$ cat src/rtl/uart_apb_sequencer.sv
// APB master that programs one apb_uart and then shuttles bytes between valid/ready streams and TBR/RBR.
// Optional feature: define APB_TIMEOUT_EN to abandon an ACCESS phase after TIMEOUT_CYCLES cycles without PREADY.
module uart_apb_sequencer #(
  parameter logic [31:0] BASE_ADDR      = 32'h0,
  parameter int unsigned TIMEOUT_CYCLES = 256
) (
  input  logic        clk,
  input  logic        rst_n,
  input  logic        cfg_start,
  input  logic [1:0]  cfg_wls,
  input  logic        cfg_stb,
  input  logic        cfg_pen,
  input  logic        cfg_eps,
  input  logic        cfg_osm_sel,
  input  logic [15:0] cfg_divisor,
  input  logic [7:0]  cfg_ier,
  output logic        cfg_busy,
  output logic        cfg_done,
  input  logic        tx_valid,
  input  logic [7:0]  tx_data,
  output logic        tx_ready,
  output logic        rx_valid,
  output logic [7:0]  rx_data,
  input  logic        rx_ready,
  output logic        PSEL,
  output logic        PENABLE,
  output logic        PWRITE,
  output logic [31:0] PADDR,
  output logic [31:0] PWDATA,
  input  logic [31:0] PRDATA,
  input  logic        PREADY,
  input  logic        PSLVERR,
  input  logic        tx_fifo_full,
  input  logic        rx_fifo_empty,
  output logic        err
);

  typedef enum logic [2:0] {
    S_IDLE, S_CFG_SETUP, S_CFG_ACCESS, S_RUN,
    S_RD_SETUP, S_RD_ACCESS, S_WR_SETUP, S_WR_ACCESS
  } state_t;

  localparam logic [2:0] OFF_MDR = 3'd0;
  localparam logic [2:0] OFF_DLL = 3'd1;
  localparam logic [2:0] OFF_DLH = 3'd2;
  localparam logic [2:0] OFF_LCR = 3'd3;
  localparam logic [2:0] OFF_IER = 3'd4;
  localparam logic [2:0] OFF_TBR = 3'd6;
  localparam logic [2:0] OFF_RBR = 3'd7;

  state_t      r_state, w_next;
  logic [2:0]  r_idx;
  logic [1:0]  r_wls;
  logic        r_stb, r_pen, r_eps, r_osm;
  logic [15:0] r_div;
  logic [7:0]  r_ier;
  logic [7:0]  r_wbyte;
  logic        r_cfg_pend, r_done, r_err, r_rx_valid;
  logic [7:0]  r_rx_data;

  logic        w_in_cfg, w_access, w_cfg_take, w_enter_cfg, w_timeout;
  logic [2:0]  w_off;
  logic [7:0]  w_cfg_dat;
  logic        w_unused;

  assign w_in_cfg    = (r_state == S_CFG_SETUP) || (r_state == S_CFG_ACCESS);
  assign w_access    = (r_state == S_CFG_ACCESS) || (r_state == S_RD_ACCESS) ||
                       (r_state == S_WR_ACCESS);
  assign w_cfg_take  = cfg_start && !w_in_cfg;
  assign w_enter_cfg = ((r_state == S_IDLE) || (r_state == S_RUN)) && (w_next == S_CFG_SETUP);

`ifdef APB_TIMEOUT_EN
  logic [31:0] r_tcnt;

  assign w_timeout = w_access && !PREADY && (r_tcnt == TIMEOUT_CYCLES - 1);
  assign w_unused  = &{1'b0, PRDATA[31:8]};

  always_ff @(posedge clk or negedge rst_n) begin
    if (!rst_n)        r_tcnt <= '0;
    else if (w_access) r_tcnt <= r_tcnt + 32'd1;
    else               r_tcnt <= '0;
  end
`else
  assign w_timeout = 1'b0;
  assign w_unused  = &{1'b0, PRDATA[31:8], TIMEOUT_CYCLES[0]};
`endif

  // Configuration write table: index selects register offset and data from the shadow copy.
  always_comb begin
    w_off     = OFF_LCR;
    w_cfg_dat = '0;
    case (r_idx)
      3'd0:    begin w_off = OFF_LCR; w_cfg_dat = {3'b000, r_eps, r_pen, r_stb, r_wls}; end
      3'd1:    begin w_off = OFF_MDR; w_cfg_dat = {7'b0, r_osm}; end
      3'd2:    begin w_off = OFF_DLH; w_cfg_dat = r_div[15:8]; end
      3'd3:    begin w_off = OFF_DLL; w_cfg_dat = r_div[7:0]; end
      3'd4:    begin w_off = OFF_IER; w_cfg_dat = r_ier; end
      default: begin w_off = OFF_LCR; w_cfg_dat = {3'b001, r_eps, r_pen, r_stb, r_wls}; end
    endcase
  end

  always_ff @(posedge clk or negedge rst_n) begin
    if (!rst_n) r_state <= S_IDLE;
    else        r_state <= w_next;
  end

  always_comb begin
    w_next   = r_state;
    PSEL     = 1'b0;
    PENABLE  = 1'b0;
    PWRITE   = 1'b0;
    PADDR    = '0;
    PWDATA   = '0;
    tx_ready = 1'b0;
    cfg_busy = w_in_cfg;
    case (r_state)
      S_IDLE: begin
        if (cfg_start || r_cfg_pend) w_next = S_CFG_SETUP;
      end
      S_CFG_SETUP, S_CFG_ACCESS: begin
        PSEL    = 1'b1;
        PENABLE = (r_state == S_CFG_ACCESS);
        PWRITE  = 1'b1;
        PADDR   = BASE_ADDR + {29'b0, w_off};
        PWDATA  = {24'b0, w_cfg_dat};
        if (r_state == S_CFG_SETUP)  w_next = S_CFG_ACCESS;
        else if (PREADY)             w_next = (r_idx == 3'd5) ? S_RUN : S_CFG_SETUP;
      end
      S_RUN: begin
        if (cfg_start || r_cfg_pend)             w_next = S_CFG_SETUP;
        else if (!rx_fifo_empty && !r_rx_valid)  w_next = S_RD_SETUP;
        else if (tx_valid && !tx_fifo_full)      w_next = S_WR_SETUP;
      end
      S_RD_SETUP, S_RD_ACCESS: begin
        PSEL    = 1'b1;
        PENABLE = (r_state == S_RD_ACCESS);
        PADDR   = BASE_ADDR + {29'b0, OFF_RBR};
        if (r_state == S_RD_SETUP) w_next = S_RD_ACCESS;
        else if (PREADY)           w_next = S_RUN;
      end
      S_WR_SETUP, S_WR_ACCESS: begin
        PSEL    = 1'b1;
        PENABLE = (r_state == S_WR_ACCESS);
        PWRITE  = 1'b1;
        PADDR   = BASE_ADDR + {29'b0, OFF_TBR};
        // SETUP presents the live stream byte; ACCESS replays the copy taken at the handshake.
        PWDATA  = {24'b0, (r_state == S_WR_SETUP) ? tx_data : r_wbyte};
        tx_ready = (r_state == S_WR_SETUP);
        if (r_state == S_WR_SETUP) w_next = S_WR_ACCESS;
        else if (PREADY)           w_next = S_RUN;
      end
      default: w_next = S_IDLE;
    endcase
    if (w_timeout) w_next = S_IDLE;
  end

  always_ff @(posedge clk or negedge rst_n) begin
    if (!rst_n) begin
      r_idx      <= '0;
      r_wls      <= '0;
      r_stb      <= 1'b0;
      r_pen      <= 1'b0;
      r_eps      <= 1'b0;
      r_osm      <= 1'b0;
      r_div      <= '0;
      r_ier      <= '0;
      r_wbyte    <= '0;
      r_cfg_pend <= 1'b0;
      r_done     <= 1'b0;
      r_err      <= 1'b0;
      r_rx_valid <= 1'b0;
      r_rx_data  <= '0;
    end else begin
      if (w_cfg_take) begin
        r_wls  <= cfg_wls;
        r_stb  <= cfg_stb;
        r_pen  <= cfg_pen;
        r_eps  <= cfg_eps;
        r_osm  <= cfg_osm_sel;
        r_div  <= cfg_divisor;
        r_ier  <= cfg_ier;
        r_done <= 1'b0;
        r_err  <= 1'b0;
      end
      // A start seen mid-transfer in RUN is remembered until the FSM can enter CFG.
      r_cfg_pend <= (r_cfg_pend || w_cfg_take) && !w_enter_cfg;

      if (w_enter_cfg)                               r_idx <= '0;
      else if (r_state == S_CFG_ACCESS && PREADY)    r_idx <= r_idx + 3'd1;

      if (r_state == S_CFG_ACCESS && PREADY && r_idx == 3'd5) r_done <= 1'b1;
      if (r_state == S_WR_SETUP) r_wbyte <= tx_data;

      if (r_state == S_RD_ACCESS && PREADY) begin
        r_rx_data  <= PRDATA[7:0];
        r_rx_valid <= 1'b1;
      end else if (r_rx_valid && rx_ready) begin
        r_rx_valid <= 1'b0;
      end

      if (w_access && PREADY && PSLVERR) r_err <= 1'b1;
      if (w_timeout) begin
        r_err  <= 1'b1;
        r_done <= 1'b0;
      end
    end
  end

  assign cfg_done = r_done;
  assign rx_valid = r_rx_valid;
  assign rx_data  = r_rx_data;
  assign err      = r_err;

endmodule
$ cat config.mk
export PLATFORM = sky130hd
export DESIGN_NAME = uart_apb_sequencer
export DESIGN_NICKNAME = d
export VERILOG_FILES = /design/src/rtl/uart_apb_sequencer.sv
export SDC_FILE = /design/constraint.sdc
export NUM_CORES = 1
export LEC_CHECK = 0
export BUFFER_PORTS_ARGS = -buffer_cell sky130_fd_sc_hd__buf_2
export CAP_MARGIN = 10
export CORE_ASPECT_RATIO = 0.75
export CORE_MARGIN = 3
export CORE_UTILIZATION = 30
export DETAILED_ROUTE_END_ITERATION = 12
export HOLD_SLACK_MARGIN = 0.06
export PLACE_DENSITY = 0.59
export SYNTH_ARGS = -nofsm -noshare
export SYNTH_HDL_FRONTEND = slang
export SYNTH_SLANG_ARGS = --single-unit
$ cat constraint.sdc
create_clock -name clk -period 3.4 [get_ports clk]
set_clock_uncertainty 0.15 [all_clocks]
set_input_delay 1.02 -clock clk [delete_from_list [all_inputs] [get_ports clk]]
set_output_delay 1.02 -clock clk [all_outputs]
set_load 0.005 [all_outputs]
==> results of run 1 <==
## path summary, 6_finish.rpt
kind	to	cells after the start	slack [ps]	startpoint
setup reg to reg	r_ier[4]$_DFFE_PN0P_	3	1160	r_state[1]$_DFF_PN0_
setup / recovery	PWDATA[1]	7	90	r_idx[0]$_DFFE_PN0P_
min in group asynchronous	r_pen$_DFFE_PN0P_	1	460	rst_n
hold / removal	rx_data[0]$_DFFE_PN0P_	1	360	rx_data[0]$_DFFE_PN0P_
max in group asynchronous	r_state[2]$_DFF_PN0_	2	1990	rst_n
hold reg to reg	rx_data[0]$_DFFE_PN0P_	1	360	rx_data[0]$_DFFE_PN0P_
## worst max-delay path, cell delays in order (launching register included)
cell	delay (ps)
sky130_fd_sc_hd__dfrtp_2	440
sky130_fd_sc_hd__inv_2	80
sky130_fd_sc_hd__ha_1	250
sky130_fd_sc_hd__and2_4	190
sky130_fd_sc_hd__buf_4	160
sky130_fd_sc_hd__a222oi_1	390
sky130_fd_sc_hd__o221ai_2	170
sky130_fd_sc_hd__buf_2	160
## metal layers
layer,routed length (um),vias up,GRT usage (%)
met5,0,-,0
met4,65,0,3.04
met3,709,8,4.31
met2,3200,98,17.2
met1,3250,1053,16.4
li1,-,1010,-
## metrics by stage
step,instances,TNS (ps),total power [mW],cell area [um2],utilization (%)
after floorplan,317,0,2.28,3320,-
after global placement,470,0,2.68,3450,34.9
after detailed placement,470,0,2.72,3450,34.9
after CTS,480,0,3.37,3660,37.0
after global routing,484,-56.8,3.72,3780,38.2
final,485,0,3.45,3780,38.3
## report_power, final
part | switching [mW] | total, mW | internal (mW)
clock | 0.248 | 0.618 | 0.370
combinational | 0.795 | 1.62 | 0.826
sequential | 0.220 | 1.22 | 0.995
total | 1.26 | 3.45 | 2.19
## timing repair
action                                  CTS  global route
hold buffers                              0             0
pin swaps                                 1             7
buffers inserted                          2             4
gates resized for setup                   3            23
endpoints found under the setup margin    5             8
## registers in the layout (all words and copies together), names as in the netlist
name / flops
r_div: 16
r_ier: 8
r_wbyte: 8
rx_data: 8
r_idx: 3
r_state: 3
r_wls: 2
cfg_done: 1
err: 1
r_cfg_pend: 1
r_eps: 1
r_osm: 1
r_pen: 1
r_stb: 1
rx_valid: 1
## cells by family after synthesis
logic type | share of synthesized area (%)
compound gates | 11.1
mux | 19.8
flops | 44.8
xor+xnor | 0.801
other cells | 0.120
simple gates | 5.28
buf+inv | 16.1
fa+ha+maj | 2.00
## Yosys cell counts, types with 5 or more instances
cell type | instances | area [um2]
sky130_fd_sc_hd__mux2_2 | 47 | 529
sky130_fd_sc_hd__dfrtp_1 | 56 | 1400
sky130_fd_sc_hd__ha_1 | 5 | 62.6
sky130_fd_sc_hd__nor2_1 | 8 | 30.0
sky130_fd_sc_hd__nand2_1 | 13 | 48.8
sky130_fd_sc_hd__a222oi_1 | 7 | 70.1
sky130_fd_sc_hd__a21oi_1 | 5 | 25.0
sky130_fd_sc_hd__buf_4 | 54 | 405
sky130_fd_sc_hd__mux2i_1 | 9 | 90.1
sky130_fd_sc_hd__o221ai_1 | 6 | 52.6
sky130_fd_sc_hd__inv_1 | 7 | 26.3
sky130_fd_sc_hd__buf_2 | 5 | 25.0
## layout make-up
class	count	share of cell area (%)
flip-flops and latches	56	37.1
repair buffers	92	13.0
clock inverters	2	1.03
diodes	1	0.0661
multi-input cells	189	40.0
clock buffers	6	3.67
inverters	7	0.761
well taps	132	4.37
==> summary.json, run 1 <==
{
  "finalWirelength": {"value": 7230, "unit": "um"},
  "final_layout_size_suffix_gt1_share": {"value": 49.7, "unit": "%"},
  "final.hold.worst_slack": {"value": 356, "unit": "ps"},
  "ys_ff_latch": {"value": 56},
  "grt.total_usage": {"value": 11.8, "unit": "%"},
  "netlist-cell-type-count": {"value": 43},
  "first_global_vias": {"value": 2015},
  "grt_start_max_net_pins": {"value": 34},
  "slew-limit-headroom": {"value": 31.7, "unit": "%"},
  "cts_num_sinks": {"value": 56},
  "place_ws": {"value": 248, "unit": "ps"},
  "area.growth.synth_to_final": {"value": 21.1, "unit": "%"},
  "total_leakage_power": {"value": 1.82, "unit": "nW"},
  "critical_path_required_time": {"value": 2230, "unit": "ps"},
  "clkLatencyLatePin": {"value": 300, "unit": "ps"},
  "synth.yosys.seq_area_share": {"value": 44.8, "unit": "%"},
  "unrepaired_setup_endpoints_after_global_routing": {"value": "yes"},
  "setup.worst_path.class": {"value": "flip-flop to primary output"},
  "cts_tree": {"value": "done"},
  "dieArea": {"value": 0.0117, "unit": "mm2"},
  "area_of_combinational_cells_with_multiple_inputs": {"value": 0.00151, "unit": "mm2"},
  "fp.dieH": {"value": 94.4, "unit": "um"},
  "run_status": {"value": "finished, final reports clean"},
  "hold_violations": {"value": 0},
  "iteration_0_drc_count_of_the_detailed_router": {"value": 114},
  "cp_endpoint_kind": {"value": "primary output"},
  "dpl_hpwl": {"value": 5380, "unit": "um"},
  "syn-instance-count": {"value": 265},
  "ys_dominant_reg_cell": {"value": "sky130_fd_sc_hd__dfrtp_1"},
  "timing_max_transition_violations_final": {"value": 0},
  "layout.cells.most_common": {"value": "sky130_fd_sc_hd__buf_2"},
  "port-buffer-count": {"value": 81},
  "clkTransAtPathRegs": {"value": 70, "unit": "ps"},
  "core.rowCount": {"value": 31},
  "drt.antenna.violating_nets": {"value": 0},
  "grt_overflow_total": {"value": 0},
  "critical_path.max_fanout": {"value": 6},
  "syn_area": {"value": 0.00313, "unit": "mm2"},
  "synth-edff-count": {"value": 0},
  "layout.nets": {"value": 435},
  "first_pass_iters": {"value": 4},
  "layout_setup_ws": {"value": 90.2, "unit": "ps"},
  "grt_pass1_wl": {"value": 10400, "unit": "um"},
  "globalplace.congestion": {"value": 0.724},
  "cp.arrival": {"value": 2140, "unit": "ps"},
  "ir_drop": {"value": 0.000345, "unit": "V"},
  "detail_route.drc_violations": {"value": 0},
  "floorplan.core_area": {"value": 0.00989, "unit": "mm2"},
  "mostFrequentLayoutCells": {"value": "sky130_fd_sc_hd__buf_2 (81), sky130_fd_sc_hd__conb_1 (53), sky130_fd_sc_hd__dfrtp_1 (53)"},
  "fmax": {"value": 302, "unit": "MHz"},
  "ctsLongestPathBuffers": {"value": 2},
  "yosysWarnings": {"value": 0},
  "num-fill-cells": {"value": 995},
  "setup_violations_final": {"value": 0},
  "h-tree-depth": {"value": 2},
  "seqCellArea": {"value": 0.00141, "unit": "mm2"},
  "number_of_antenna_violations_at_the_first_check_in_global_routing": {"value": 0},
  "max_slew.worst_pin.slew": {"value": 1020, "unit": "ps"},
  "layout_min_cycle_time": {"value": 3310, "unit": "ps"},
  "dr_total_vias": {"value": 2169},
  "cap_violations": {"value": 0},
  "ratio_of_routed_vias_to_standard_cells": {"value": 4.47},
  "wire_per_inst": {"value": 14.9, "unit": "um"},
  "root_buffer": {"value": "sky130_fd_sc_hd__clkbuf_16"},
  "min_period_over_period": {"value": 97.3, "unit": "%"},
  "class_of_the_tightest_hold_or_removal_check": {"value": "flip-flop to flip-flop"},
  "tritoncts_buffers": {"value": 5},
  "critPathLaunchType": {"value": "flip-flop"},
  "design.portCount": {"value": 159},
  "die_w": {"value": 124, "unit": "um"},
  "asyncSetResetFlopFracSynth": {"value": 100, "unit": "%"},
  "postSynthAreaPerCell": {"value": 11.8, "unit": "um2"},
  "p_per_area": {"value": 913, "unit": "mW/mm2"},
  "start_util": {"value": 31.6, "unit": "%"}
}
Note: power is estimated with default switching activity, not from simulation.
==> inputs of run 2 (changes only) <==
- CELL_PAD_IN_SITES_DETAIL_PLACEMENT: not set -> 0
- CELL_PAD_IN_SITES_GLOBAL_PLACEMENT: not set -> 1
- CORE_MARGIN: 3 -> not set
- CORE_UTILIZATION: 30 -> 34
- PLACE_DENSITY: 0.59 -> 0.82
==> summary.json, run 2 (synthesis gave the netlist of run 1 again) <==
{
  "fmax": {"value": 304, "unit": "MHz", "change": "was 302 MHz"},
  "crit_path_buffers_inverters": {"value": 3, "change": "unchanged"},
  "cp_endpoint_kind": {"value": "primary output", "change": "unchanged"},
  "fp.dieH": {"value": 85.0, "unit": "um", "change": "was 94.4 um"},
  "grt.total_usage": {"value": 14.5, "unit": "%", "change": "was 11.8%"},
  "whs_endpoint": {"value": "err$_DFFE_PN0P_", "change": "was rx_data[0]$_DFFE_PN0P_"},
  "critical_path_required_time": {"value": 2230, "unit": "ps", "change": "about the same"},
  "run_status": {"value": "finished, final reports clean", "change": "unchanged"},
  "antenna-diode-count": {"value": 0, "change": "was 1"},
  "ir_drop": {"value": 0.000361, "unit": "V", "change": "was 0.000345 V"},
  "depth_of_the_worst_register_to_register_path": {"value": 3, "change": "unchanged"},
  "p_per_area": {"value": 915, "unit": "mW/mm2", "change": "was 913 mW/mm2"},
  "final.hold.worst_slack": {"value": 340, "unit": "ps", "change": "was 356 ps"},
  "min_period_over_period": {"value": 96.8, "unit": "%", "change": "was 97.3%"},
  "setup_violations_final": {"value": 0, "change": "unchanged"},
  "clkLatencyLatePin": {"value": 300, "unit": "ps", "change": "about the same"},
  "ratio_of_routed_vias_to_standard_cells": {"value": 4.65, "change": "was 4.47"},
  "cap_violations": {"value": 0, "change": "unchanged"},
  "final_util": {"value": 42.0, "unit": "%", "change": "was 38.3%"},
  "grt_overflow_total": {"value": 0, "change": "unchanged"},
  "mostFrequentLayoutCells": {"value": "sky130_fd_sc_hd__buf_2 (81), sky130_fd_sc_hd__dfrtp_1 (55), sky130_fd_sc_hd__conb_1 (53)", "change": "was sky130_fd_sc_hd__buf_2 (81), sky130_fd_sc_hd__conb_1 (53), sky130_fd_sc_hd__dfrtp_1 (53)"},
  "dpl_hpwl": {"value": 5120, "unit": "um", "change": "was 5380 um"},
  "final_layout_size_suffix_gt1_share": {"value": 46.7, "unit": "%", "change": "was 49.7%"},
  "start_util": {"value": 36.0, "unit": "%", "change": "was 31.6%"},
  "setup.worst_path.class": {"value": "flip-flop to primary output", "change": "unchanged"},
  "drt.antenna.violating_nets": {"value": 0, "change": "unchanged"},
  "num-fill-cells": {"value": 874, "change": "was 995"},
  "ctsLongestPathBuffers": {"value": 2, "change": "unchanged"},
  "finalWirelength": {"value": 6660, "unit": "um", "change": "was 7230 um"},
  "regToRegSetupSlack": {"value": 1150, "unit": "ps", "change": "was 1160 ps"},
  "crit-reg2reg-capture": {"value": "r_ier[2]$_DFFE_PN0P_", "change": "was r_ier[4]$_DFFE_PN0P_"},
  "critical_path.max_stage_delay": {"value": 420, "unit": "ps", "change": "was 440 ps"},
  "wire_per_inst": {"value": 14.6, "unit": "um", "change": "was 14.9 um"},
  "iteration_0_drc_count_of_the_detailed_router": {"value": 80, "change": "was 114"},
  "port-buffer-count": {"value": 81, "change": "unchanged"},
  "class_of_the_tightest_hold_or_removal_check": {"value": "flip-flop to flip-flop", "change": "unchanged"},
  "first_global_vias": {"value": 2123, "change": "was 2015"},
  "fin_total_pwr": {"value": 3.33, "unit": "mW", "change": "was 3.45 mW"},
  "layout_setup_ws": {"value": 107, "unit": "ps", "change": "was 90.2 ps"},
  "layout_min_cycle_time": {"value": 3290, "unit": "ps", "change": "was 3310 ps"},
  "timing_max_transition_violations_final": {"value": 0, "change": "unchanged"},
  "layout.cells.most_common": {"value": "sky130_fd_sc_hd__buf_2", "change": "unchanged"},
  "critPathLaunchType": {"value": "flip-flop", "change": "unchanged"},
  "worst_r2r_startpoint": {"value": "r_state[1]$_DFF_PN0_", "change": "unchanged"},
  "globalplace.congestion": {"value": 0.844, "change": "was 0.724"},
  "worst_path_max_delay_cell": {"value": "sky130_fd_sc_hd__or3_4", "change": "was sky130_fd_sc_hd__dfrtp_2"},
  "dieArea": {"value": 0.00958, "unit": "mm2", "change": "was 0.0117 mm2"},
  "clkTransAtPathRegs": {"value": 80, "unit": "ps", "change": "was 70 ps"},
  "hp-start": {"value": "err$_DFFE_PN0P_", "change": "was rx_data[0]$_DFFE_PN0P_"},
  "dr_total_vias": {"value": 2117, "change": "was 2169"},
  "largest_reg_flops": {"value": 16, "change": "unchanged"},
  "area.growth.synth_to_final": {"value": 16.5, "unit": "%", "change": "was 21.1%"},
  "root_buffer": {"value": "sky130_fd_sc_hd__clkbuf_16", "change": "unchanged"},
  "number_of_cells_traversed_by_the_worst_hold_path": {"value": 1, "change": "unchanged"},
  "critPathTopFamily": {"value": "simple AND/OR/NAND/NOR gates", "change": "was compound AO/OA/AOI/OAI gates"},
  "seqCellArea": {"value": 0.00140, "unit": "mm2", "change": "was 0.00141 mm2"},
  "first_pass_iters": {"value": 4, "change": "unchanged"},
  "design.portCount": {"value": 159, "change": "unchanged"},
  "max_slew.worst_pin.slew": {"value": 1020, "unit": "ps", "change": "about the same"},
  "grt_pass1_wl": {"value": 10700, "unit": "um", "change": "was 10400 um"},
  "worstPathCellList": {"value": "inv_2, ha_4, or3_4, a2111oi_4, buf_4, nand2_1, o221ai_2, buf_2", "change": "was inv_2, ha_1, and2_4, buf_4, a222oi_1, o221ai_2, buf_2"},
  "cts_tree": {"value": "done", "change": "unchanged"},
  "slew-limit-headroom": {"value": 31.7, "unit": "%", "change": "about the same"},
  "hold_violations": {"value": 0, "change": "unchanged"},
  "area_of_combinational_cells_with_multiple_inputs": {"value": 0.00146, "unit": "mm2", "change": "was 0.00151 mm2"},
  "place_ws": {"value": 204, "unit": "ps", "change": "was 248 ps"},
  "grt_start_max_net_pins": {"value": 34, "change": "unchanged"},
  "die_w": {"value": 113, "unit": "um", "change": "was 124 um"},
  "h-tree-depth": {"value": 2, "change": "unchanged"},
  "detail_route.drc_violations": {"value": 0, "change": "unchanged"},
  "layout.nets": {"value": 430, "change": "was 435"},
  "cts_num_sinks": {"value": 56, "change": "unchanged"},
  "number_of_antenna_violations_at_the_first_check_in_global_routing": {"value": 0, "change": "unchanged"},
  "max_flop_register": {"value": "r_div", "change": "unchanged"},
  "core.rowCount": {"value": 29, "change": "was 31"},
  "total_leakage_power": {"value": 1.78, "unit": "nW", "change": "was 1.82 nW"},
  "critical_path.max_fanout": {"value": 5, "change": "was 6"},
  "tritoncts_buffers": {"value": 5, "change": "unchanged"},
  "floorplan.core_area": {"value": 0.00867, "unit": "mm2", "change": "was 0.00989 mm2"},
  "cp.arrival": {"value": 2120, "unit": "ps", "change": "was 2140 ps"}
}
## run 2: changes by cell type in the layout (fill, tap and decap cells not counted), sizes merged
cell / change
inv: +1
clkinv: -1
buf: -5
diode: -1
## run 2: stage by stage
stage | area, um2 | std cells | TNS [ps]
floorplan | 3320 | 317 | 0
global placement | 3420 | 445 | 0
detailed placement | 3420 | 445 | 0
CTS | 3610 | 455 | 0
global route | 3640 | 455 | -2.65
finish | 3640 | 455 | 0
## run 2: repair_timing
item / in CTS / in global routing
hold buffers: 0 / 0
resized for setup: 4 / 10
pin swaps: 2 / 3
cloned: 0 / 0
buffers inserted: 2 / 0
endpoints found under the setup margin: 5 / 6
## run 2: worst max path at each step
stage | startpoint | end | slack [ps] | depth (start not counted)
global placement | r_idx[0]$_DFFE_PN0P_ | PWDATA[0] | 250 | 7
floorplan | r_idx[0]$_DFFE_PN0P_ | PWDATA[0] | 620 | 6
finish | r_idx[1]$_DFFE_PN0P_ | PWDATA[3] | 110 | 8
global route | r_idx[1]$_DFFE_PN0P_ | PWDATA[0] | -3 | 8
detailed placement | r_idx[0]$_DFFE_PN0P_ | PWDATA[3] | 200 | 7
CTS | r_idx[0]$_DFFE_PN0P_ | PWDATA[3] | 8 | 7
## run 2: layout make-up
class                           count  area share [%]
Multi-Input combinational cell    189            40.1
Sequential cell                    56            38.5
Timing Repair Buffer               87            12.4
Tap cell                          108            3.71
Clock buffer                        6            3.54
Clock inverter                      2            1.06
Inverter                            7           0.721
## run 2: power by group
group	internal, mW	switching [mW]	total [mW]
Clock	0.351	0.244	0.595
Combinational	0.784	0.752	1.54
Sequential	0.994	0.207	1.20
## run 2: metal layers
metal / GRT usage, % / part of all wire (%) / vias up
met5: 0 / 0 / -
met4: 3.64 / 0.66 / 0
met3: 4.64 / 6.5 / 5
met2: 24.4 / 48 / 70
met1: 18.1 / 44 / 1043
li1: - / - / 999
